===== src/rtl/cla_wide_add_seq.sv =====
// Multi-precision add sequencer: feeds a 32-bit adder one word slice per step,
// chains its carry between slices and returns the assembled wide sum.
module cla_wide_add_seq #(
    parameter int unsigned WORDS   = 4,
    parameter int unsigned ADD_LAT = 1
) (
    input  logic                  clk_i,
    input  logic                  aresetn_i,
    input  logic                  start_i,
    input  logic [32*WORDS-1:0]   a_i,
    input  logic [32*WORDS-1:0]   b_i,
    input  logic                  carry_i,
    output logic                  busy_o,
    output logic                  done_o,
    output logic [32*WORDS-1:0]   sum_o,
    output logic                  carry_o,
    output logic [31:0]           add_a_o,
    output logic [31:0]           add_b_o,
    output logic                  add_carry_o,
    input  logic [31:0]           add_sum_i,
    input  logic                  add_carry_i
);

    localparam int unsigned W     = 32 * WORDS;
    localparam int unsigned IDX_W = (WORDS > 1) ? $clog2(WORDS) : 1;
    localparam int unsigned LAT_W = $clog2(ADD_LAT + 1);

    localparam logic [IDX_W-1:0] IDX_LAST = IDX_W'(WORDS - 1);
    localparam logic [LAT_W-1:0] LAT_LAST = LAT_W'(ADD_LAT);

    typedef enum logic {
        S_IDLE = 1'b0,
        S_RUN  = 1'b1
    } state_e;

    state_e             state_q,  state_d;
    logic [IDX_W-1:0]   idx_q,    idx_d;
    logic [LAT_W-1:0]   lat_q,    lat_d;
    logic [W-1:0]       opa_q,    opa_d;
    logic [W-1:0]       opb_q,    opb_d;
    logic               cy_q,     cy_d;
    logic [W-1:0]       shadow_q, shadow_d;
    logic [W-1:0]       sum_q,    sum_d;
    logic               carry_q,  carry_d;
    logic               busy_q,   busy_d;
    logic               done_q,   done_d;
    logic [31:0]        add_a_q,  add_a_d;
    logic [31:0]        add_b_q,  add_b_d;
    logic               add_cy_q, add_cy_d;
    logic [IDX_W-1:0]   idx_nxt;

    // Next-state and next-output logic
    always_comb begin
        state_d  = state_q;
        idx_d    = idx_q;
        lat_d    = lat_q;
        opa_d    = opa_q;
        opb_d    = opb_q;
        cy_d     = cy_q;
        shadow_d = shadow_q;
        sum_d    = sum_q;
        carry_d  = carry_q;
        busy_d   = busy_q;
        done_d   = 1'b0;
        add_a_d  = add_a_q;
        add_b_d  = add_b_q;
        add_cy_d = add_cy_q;
        idx_nxt  = IDX_W'(idx_q + 1'b1);

        case (state_q)
            S_IDLE: begin
                add_a_d  = '0;
                add_b_d  = '0;
                add_cy_d = 1'b0;
                if (start_i) begin
                    state_d  = S_RUN;
                    opa_d    = a_i;
                    opb_d    = b_i;
                    cy_d     = carry_i;
                    idx_d    = '0;
                    lat_d    = '0;
                    busy_d   = 1'b1;
                    add_a_d  = a_i[31:0];
                    add_b_d  = b_i[31:0];
                    add_cy_d = carry_i;
                end
            end
            S_RUN: begin
                if (lat_q != LAT_LAST) begin
                    lat_d = LAT_W'(lat_q + 1'b1);
                end else begin
                    lat_d = '0;
                    cy_d  = add_carry_i;
                    shadow_d[{idx_q, 5'd0} +: 32] = add_sum_i;
                    if (idx_q == IDX_LAST) begin
                        // Top word bypasses the shadow so the result lands atomically
                        state_d  = S_IDLE;
                        sum_d    = shadow_q;
                        sum_d[W-1 -: 32] = add_sum_i;
                        carry_d  = add_carry_i;
                        done_d   = 1'b1;
                        busy_d   = 1'b0;
                        add_a_d  = '0;
                        add_b_d  = '0;
                        add_cy_d = 1'b0;
                    end else begin
                        idx_d    = idx_nxt;
                        add_a_d  = opa_q[{idx_nxt, 5'd0} +: 32];
                        add_b_d  = opb_q[{idx_nxt, 5'd0} +: 32];
                        add_cy_d = add_carry_i;
                    end
                end
            end
            default: state_d = S_IDLE;
        endcase
    end

    // State and output registers
    always_ff @(posedge clk_i or negedge aresetn_i) begin
        if (!aresetn_i) begin
            state_q  <= S_IDLE;
            idx_q    <= '0;
            lat_q    <= '0;
            opa_q    <= '0;
            opb_q    <= '0;
            cy_q     <= 1'b0;
            shadow_q <= '0;
            sum_q    <= '0;
            carry_q  <= 1'b0;
            busy_q   <= 1'b0;
            done_q   <= 1'b0;
            add_a_q  <= '0;
            add_b_q  <= '0;
            add_cy_q <= 1'b0;
        end else begin
            state_q  <= state_d;
            idx_q    <= idx_d;
            lat_q    <= lat_d;
            opa_q    <= opa_d;
            opb_q    <= opb_d;
            cy_q     <= cy_d;
            shadow_q <= shadow_d;
            sum_q    <= sum_d;
            carry_q  <= carry_d;
            busy_q   <= busy_d;
            done_q   <= done_d;
            add_a_q  <= add_a_d;
            add_b_q  <= add_b_d;
            add_cy_q <= add_cy_d;
        end
    end

    assign busy_o      = busy_q;
    assign done_o      = done_q;
    assign sum_o       = sum_q;
    assign carry_o     = carry_q;
    assign add_a_o     = add_a_q;
    assign add_b_o     = add_b_q;
    assign add_carry_o = add_cy_q;

endmodule


===== config.mk =====
export PLATFORM = sky130hd
export DESIGN_NAME = cla_wide_add_seq
export DESIGN_NICKNAME = d
export VERILOG_FILES = /design/src/rtl/cla_wide_add_seq.sv
export SDC_FILE = /design/constraint.sdc
export NUM_CORES = 1
export LEC_CHECK = 0
export CAP_MARGIN = 20
export CORE_MARGIN = 2
export CORE_UTILIZATION = 51
export DETAILED_ROUTE_END_ITERATION = 10
export PLACE_DENSITY = 0.8
export SLEW_MARGIN = 10
export SYNTH_ARGS = -nofsm -noshare
export SYNTH_HDL_FRONTEND = slang
export SYNTH_SLANG_ARGS = --single-unit
export TNS_END_PERCENT = 10

===== constraint.sdc =====
create_clock -name clk_i -period 2.5 [get_ports clk_i]
set_input_delay 0.5 -clock clk_i [delete_from_list [all_inputs] [get_ports clk_i]]
set_output_delay 0.5 -clock clk_i [all_outputs]
set_load 0.02 [all_outputs]

Word level (Yosys, flattened, before mapping)
Index checks and enable logic that the tools add are counted.
- flip-flop bits (word level): 584
- input bits: 293
- output and inout bits: 196
- word-level logic and storage cells: 62
- reductions and logical operators: 5
- eq/ne operators: 5
- add/sub/neg operators: 3
- multiplexer cells: 31
- shift operators: 4
- bitwise gates (word level): 1
- operators with widths (cell ; number):
    $shiftx 128x8->32 ; 2
    $mux 32 ; 6
    $bwmux 128 ; 1
    $pmux 32 s2 ; 2
    $shift 32x9->128 const A ; 1
    $shiftx 32x9->128 ; 1
    $mux 1 ; 14
    $neg 7->9 ; 1
    $reduce_and 3->1 ; 3
    $pmux 1 s2 ; 4
    $mux 2 ; 3
    $ne 2x1->1 const B ; 2
    $ne 2x2->1 const B ; 2
    $pmux 2 s2 ; 1
    $reduce_and 2->1 ; 2
    $add 2x1->2 const B ; 1
    $eq 2x2->1 const B ; 1
    $add 1x1->1 const B ; 1
    $not 1->1 ; 1

Logic depth before layout (Yosys ltp)
Gate-level depths: netlist of run 1.
- word-level depth: 5
- mapped depth: 10
- gate-level depth less buffers: 5

Worst setup path before layout of run 1
No wires, ideal clock.
- kind: register -> register
- from: register idx_q[0]
- to: register add_b_q[2], in the netlist add_b_o[2]
- cell stages (with the launch flop): 11
- slack: 0.179 ns
- required time: 2.363 ns
- path buffers: 5
- period minus slack after synthesis: 2.321 ns
- arrival time: 2.184 ns
- library setup time: 0.137 ns
- cell sequence: dfrtp_1 > buf_6 > buf_6 > buf_2 > inv_1 > ha_1 > and3b_1 > buf_2 > buf_2 > a222oi_1 > a21oi_1
- word-level cells in the longest chain between the ends: 5
- elaborated cells on any way between the ends: 6
- classes of those cells: 1 x add/sub; 1 x eq/ne; 1 x shift; 3 x mux
- ends and longest elaborated chain (what ; line ; RTL):
    start, declared ; 37 ; logic [IDX_W-1:0] idx_q, idx_d;
    start signal, assigned ; 137 ; idx_q <= idx_d;
    $add 2x1->2 ; 68 ; idx_nxt = IDX_W'(idx_q + 1'b1);
    $shiftx 128x8->32 ; 109 ; add_b_d = opb_q[{idx_nxt, 5'd0} +: 32];
    $mux 32 * ; 95 ; if (idx_q == IDX_LAST) begin
    $mux 32 * ; 89 ; if (lat_q != LAT_LAST) begin
    $pmux 32 s2 * ; 70 ; case (state_q)
    end signal, assigned ; 133 ; add_b_q <= '0;
    end signal, assigned ; 148 ; add_b_q <= add_b_d;
    end, declared ; 48 ; logic [31:0] add_b_q, add_b_d;
Every way passes the cells marked *; elsewhere a longest branch is shown, timed or not. The select of a mux whose other input is x is not followed.
A chain may end at the register's enable or synchronous reset.

Worst setup path after layout of run 1
- from: register idx_q[0]
- to: register add_a_q[28], in the netlist add_a_o[28]
- word-level cells in the longest chain between the ends: 5
- elaborated cells on any way between the ends: 6
- classes of those cells: 1 x add/sub; 1 x eq/ne; 1 x shift; 3 x mux
- ends and longest elaborated chain (what ; line ; RTL):
    $add 2x1->2 ; 68 ;
    $shiftx 128x8->32 ; 108 ; add_a_d = opa_q[{idx_nxt, 5'd0} +: 32];
    $mux 32 * ; 95 ;
    $mux 32 * ; 89 ;
    $pmux 32 s2 * ; 70 ;
    end signal, assigned ; 132 ; add_a_q <= '0;
    end signal, assigned ; 147 ; add_a_q <= add_a_d;
    end, declared ; 47 ; logic [31:0] add_a_q, add_a_d;
Marked as above.

==> impl_metrics.toml, run 1 <==
[status]
run_status = "finished clean"

[logic_synthesis]
ys_warn_count = 0
post_synth_inst_count = 1781
synth_seq_area_share_pct = 60.7
syn-num-nets = 2080
netlist_area_um2 = 22700
ys_ff_latch = 552
synth.lib_cells_used.distinct = 34
synthesized_area_per_cell_um2 = 12.8

[floorplanning]
floorplan.io_pins = 489
die_height_um = 215
die-area_um2 = 46300
fp.coreArea_um2 = 44100
floorplan.rows = 77
effective_utilization_at_floorplan_pct = 51.5
die_x_extent_um = 215

[sta]
maxSlewHeadroom_pct = 54.0
final_min_period_over_clock_period_pct = 91.1
finalMaxSlewViolations = 0
finClkSkew_ns = 0.0222
final-hold-violation-count = 0
maxClockFrequency_ghz = 0.439
timing_worst_slew_pin_value_ns = 0.689
tmin_final_ns = 2.28
grt_setup_unrepaired = "no"
setup_viol = 0
final.setup.tns_ns = 0

[global_route]
grt_antenna_before_repair = 17
grt_overflow = 0
grt_pass1_wl_um = 101000
grt_usage_pct = 27.7
pin_count_of_the_biggest_net_entering_global_routing = 130
via_count_of_the_first_global_routing_pass = 17800

[worst_setup_path]
setup.worst_path.class = "reg -> reg"
crit_chain = "inv_1, ha_1, and3b_2, buf_12, a222oi_1, a21oi_1"
worst-r2r-setup-slack_ns = 0.22
critPathCaptureType = "flop"
worst-path-buf-inv = 2
critical-path-slowest-cell = "dfrtp_4"
crit_family = "compound AO/OA/AOI/OAI gates"
cp_data_required_time_ns = 2.96
critPathArrivalTime_ns = 2.74
path_max_fanout = 64
setup.worst_path.start_class = "flop"
cp_slowest_stage_delay_ns = 0.51

[cells_and_area]
layout.cells.most_common_list = "dfrtp_1, clkdlybuf4s50_1, nand2_1"
fin_area_um2 = 30400
layout.cells.most_common = "dfrtp_1"
share_of_layout_cells_above_drive_strength_1_pct = 22.3
finalNonFillerCells = 2901
post-route-util_pct = 68.8
num-nets-final = 2556
layout-area-overhead-vs-synth_pct = 33.6

[cts]
tritoncts_clock_tree = "yes"
htreeDepth = 2
cts-buffers-inserted = 54
clock-root-buffer = "clkbuf_16"
cts-resized-gates = 0
cts_sinks = 552
cts_hold_buffers = 1
clk_transition_reported_paths_ns = 0.06
clock_latency_on_the_worst_skew_pair_ns = 0.60
post_cts_buffers = 0
buffers_from_clock_root_to_sink_at_most = 3

[power_and_ir_drop]
power.density_cell_area_nw_per_um2 = 1410
totalPowerFinal_mw = 42.7
irDropWorstVdd_mv = 1.00
power.leakage_nw = 13.7

[placement]
port_buffer_cells = 488
post_dp_cell_area_um2 = 28500
gp_congestion = 0.853
place_hpwl_um = 43300
numPlacedInstances = 2792

[detailed_routing]
routed_via_density = 5.73
drt_pre_antenna_iters = 6
drtIter0Drc = 1671
routed_wirelength_um = 64100
drt-wirelength-per-cell_um = 22.1
final_antenna_net_count = 0
dr_total_vias = 16600
post-route-drc-count = 0

[hold_path]
hold_path.class = "reg -> reg"

[job]
drv.max_cap_violation_count = 0
-- per-layer routing --
| metal | up-vias | wire length (um) | global-route usage [%] |
|---|---|---|---|
| li1 | 7220 | - | - |
| met1 | 8491 | 25300 | 34.9 |
| met2 | 729 | 30600 | 44.7 |
| met3 | 169 | 5570 | 8.35 |
| met4 | 14 | 2540 | 11.4 |
| met5 | - | 98 | 0 |
-- cells in the mapped netlist (all sizes together) --
cell	number	area, um^2
a222oi	64	641
nand3	4	30.0
nand2b	2	12.5
nor2b	1	6.26
inv	5	18.8
nor3b	1	12.5
o22ai	1	6.26
clkbuf	36	135
a32oi	1	8.76
nand3b	2	18.8
a21oi	67	335
nor3	1	10.0
dfrtp	552	13800
and3b	1	8.76
nor4b	1	15.0
nor2	70	270
nand2	391	1470
and3	1	6.26
buf	92	536
mux2	384	4450
a22o	96	841
mux2i	1	10.0
ha	6	75.1
and4b	1	10.0
-- worst register-to-register path: cells and delay by family, from the launching register on --
family / cells / cell delay [ns]
AO/OA/AOI/OAI: 2 / 0.71
adder cells (fa/ha/maj): 1 / 0.33
buffers and inverters: 2 / 0.33
flip-flops: 1 / 0.51
AND/OR/NAND/NOR: 1 / 0.27
-- through the flow --
| step | setup WS, ns | hold slack [ns] |
|---|---|---|
| after CTS | 0.259 | 0.467 |
| after global routing | 0.146 | 0.489 |
| after global placement | 0.315 | 0.447 |
| final | 0.223 | 0.465 |
| after floorplan | 0.179 | 0.204 |
| after detailed placement | 0.263 | 0.454 |
-- cells by family (layout without fill, tap and decap cells) --
kind of cell / Yosys count / count (layout) / synth area share, %
buffers and inverters: 133 / 651 / 3.03
AND/OR/NAND/NOR: 476 / 476 / 8.22
AO/OA/AOI/OAI: 229 / 229 / 8.06
multiplexers: 385 / 385 / 19.6
flip-flops: 552 / 552 / 60.7
adder cells (fa/ha/maj): 6 / 6 / 0.330
other: 0 / 10 / 0
-- where the power goes --
group | switching [mW] | leakage [nW] | internal, mW
Clock | 3.46 | 0.879 | 4.84
Combinational | 9.18 | 5.84 | 9.35
Sequential | 2.56 | 6.96 | 13.3
-- sequential cells by signal (all words and copies together), names as in the netlist --
register and count:
state_q 1, lat_q 1, opb_q 128, busy_o 1, add_b_o 32, carry_o 1
add_carry_o 1, done_o 1, shadow_q 96, opa_q 128, add_a_o 32, sum_o 128
idx_q 2
-- worst paths after layout --
| kind | from | to | depth (start not counted) |
|---|---|---|---|
| setup / recovery | idx_q[0]$_DFFE_PN0P_ | add_a_o[28]$_DFFE_PN0N_ | 6 |
| min in group asynchronous | aresetn_i | opb_q[105]$_DFFE_PN0P_ | 2 |
| max in group asynchronous | aresetn_i | shadow_q[67]$_DFFE_PN0P_ | 4 |
| hold reg to reg | shadow_q[54]$_DFFE_PN0P_ | sum_o[54]$_DFFE_PN0P_ | 2 |
| setup reg to reg | idx_q[0]$_DFFE_PN0P_ | add_a_o[28]$_DFFE_PN0N_ | 6 |
| hold / removal | shadow_q[54]$_DFFE_PN0P_ | sum_o[54]$_DFFE_PN0P_ | 2 |
-- area by class of cell --
| cell class | count | area [um^2] |
|---|---|---|
| Multi-Input combinational cell | 1096 | 8280 |
| Antenna cell | 10 | 25.0 |
| Timing Repair Buffer | 548 | 5690 |
| Tap cell | 592 | 741 |
| Fill cell | 3071 | 13800 |
| Clock inverter | 23 | 280 |
| Inverter | 5 | 21.3 |
| Clock buffer | 75 | 1510 |
| Sequential cell | 552 | 13800 |
Note: power is estimated with default switching activity, not from simulation.
==> inputs of run 2 (changes only) <==
--- a/config.mk
+++ b/config.mk
@@ -6,7 +6,7 @@
 export NUM_CORES = 1
 export LEC_CHECK = 0
 export CAP_MARGIN = 20
-export CORE_MARGIN = 2
+export CORE_MARGIN = 5
 export CORE_UTILIZATION = 51
 export DETAILED_ROUTE_END_ITERATION = 10
 export PLACE_DENSITY = 0.8
==> impl_metrics.toml, run 2 (same netlist as run 1, synthesis figures left out) <==
[status]
run_status = "finished clean"

[cts]
cts-buffers-inserted = 56
cts_sinks = 552
tritoncts_clock_tree = "yes"
clk_transition_reported_paths_ns = 0.06
htreeDepth = 2
clock-root-buffer = "clkbuf_16"
post_cts_buffers = 0
buffers_from_clock_root_to_sink_at_most = 3
clock_latency_on_the_worst_skew_pair_ns = 0.61

[cells_and_area]
num-nets-final = 2549
layout.cells.most_common = "dfrtp_1"
layout.filler_cells = 3084
layout-area-overhead-vs-synth_pct = 33.6
post-route-util_pct = 68.8
fin_area_um2 = 30400
share_of_layout_cells_above_drive_strength_1_pct = 22.4
layout.cells.most_common_list = "dfrtp_1, clkdlybuf4s50_1, nand2_1"

[power_and_ir_drop]
power.density_cell_area_nw_per_um2 = 1420
fraction_of_power_consumed_by_sequential_logic_pct = 37.0
power.share.switching_pct = 35.4
irDropWorstVdd_mv = 0.928
p_int_mw = 27.8
power.leakage_nw = 13.7
switching_power_mw = 15.2
pwr-share-clk_pct = 20.1
power.share.combinational_pct = 43.0

[worst_setup_path]
critPathCaptureType = "flop"
critPathArrivalTime_ns = 2.79
reg2reg_depth = 6
crit-reg2reg-capture = "add_a_o[27]$_DFFE_PN0N_"
start_point_of_the_critical_path = "idx_q[0]$_DFFE_PN0P_"
critical-path-slowest-cell = "dfrtp_4"
crit_chain = "inv_1, ha_1, and3b_2, buf_12, a222oi_1, a21oi_1"
worst-path-buf-inv = 2
setup.worst_path.class = "reg -> reg"
cp_slowest_stage_delay_ns = 0.51
cp_num_cells = 6
regToRegStartpoint = "idx_q[0]$_DFFE_PN0P_"
cp_data_required_time_ns = 2.97
crit_path_end = "add_a_o[27]$_DFFE_PN0N_"
worst-r2r-setup-slack_ns = 0.18
crit_family = "compound AO/OA/AOI/OAI gates"
setup.worst_path.start_class = "flop"
path_max_fanout = 29

[global_route]
via_count_of_the_first_global_routing_pass = 17400
pin_count_of_the_biggest_net_entering_global_routing = 130
grt_usage_pct = 25.7
grt_pass1_wl_um = 101000
grt_antenna_before_repair = 16
grt_overflow = 0

[sta]
hold-worst-slack_ns = 0.421
timing_worst_slew_pin_value_ns = 0.777
finalMaxSlewViolations = 0
final.setup.tns_ns = 0
finClkSkew_ns = 0.0142
final-hold-violation-count = 0
final_min_period_over_clock_period_pct = 92.7
setup_viol = 0
grt_setup_unrepaired = "no"
maxSlewHeadroom_pct = 48.1
maxClockFrequency_ghz = 0.431
tmin_final_ns = 2.32

[floorplanning]
floorplan.rows = 77
die-area_um2 = 48900
effective_utilization_at_floorplan_pct = 51.5
floorplan.io_pins = 489
fp.coreArea_um2 = 44100
die_height_um = 221
die_x_extent_um = 221

[detailed_routing]
drtIter0Drc = 1722
post-route-drc-count = 0
drt_pre_antenna_iters = 6
routed_via_density = 5.65
drt-wirelength-per-cell_um = 22.3
final_antenna_net_count = 0
routed_wirelength_um = 64600
dr_total_vias = 16400

[placement]
gp_congestion = 0.885
post_dp_cell_area_um2 = 28400
place_hpwl_um = 44000
port_buffer_cells = 488

[hold_path]
hold_path.class = "in -> async"

[job]
drv.max_cap_violation_count = 0
-- run 2: per-layer routing --
metal,vias up,part of all wire [%],GRT usage (%)
met5,-,0.14,0
met4,12,3.3,8.56
met3,138,8.8,8.32
met2,666,49,42.2
met1,8346,39,32.6
li1,7215,-,-
-- run 2: timing repair --
| action | 4_1_cts | 5_1_grt |
|---|---|---|
| resized for setup | 0 | 1 |
| setup endpoints to repair | 0 | 2 |
| endpoints found under the hold margin | 29 | 0 |
| hold buffers | 1 | 0 |
-- run 2: per-stage QoR --
stage	power (mW)	std cells	setup slack, ns
2_1_floorplan	27.1	1781	0.179
3_3_place_gp	33.7	2783	0.203
3_5_place_dp	34.4	2783	0.141
4_1_cts	43.3	2886	0.0984
5_1_grt	45.4	2893	0.0275
6_report	43.0	2897	0.182
-- run 2: worst min path at each step --
stage,slack [ns],endpoint,cells past startpoint
2_1_floorplan,0.20,add_a_o[0]$_DFFE_PN0N_,0
3_3_place_gp,0.44,sum_o[52]$_DFFE_PN0P_,2
3_5_place_dp,0.45,sum_o[91]$_DFFE_PN0P_,1
4_1_cts,0.40,opb_q[2]$_DFFE_PN0P_,2
5_1_grt,0.44,sum_o[91]$_DFFE_PN0P_,2
6_report,0.42,sum_o[91]$_DFFE_PN0P_,2
-- run 2: worst reg2reg max path: cells and delay by family (launching register included) --
family / cells / cell delay [ns]
fa+ha+maj: 1 / 0.26
buf+inv: 2 / 0.44
flops: 1 / 0.51
compound gates: 2 / 0.53
simple gates: 1 / 0.45
-- run 2: power by group through the flow --
stage / combinational, mW / clock (mW) / sequential [mW]
after global placement: 18.0 / 0 / 15.7
after detailed placement: 18.5 / 0 / 15.9
after global routing: 19.9 / 9.17 / 16.4
after floorplan: 10.1 / 0 / 17.0
final: 18.5 / 8.65 / 15.9
after CTS: 18.6 / 8.79 / 15.9
-- run 2: layout make-up --
type                       count  area, um^2  share of cell area (%)
multi-input combinational   1096        8280                    27.3
clock buffer                  77        1620                    5.34
sequential                   552       13800                    45.5
inverter                       5        21.3                  0.0700
timing repair buffer         539        5570                    18.3
tap                          592         741                    2.44
antenna                       11        27.5                  0.0906
clock inverter                25         290                   0.956
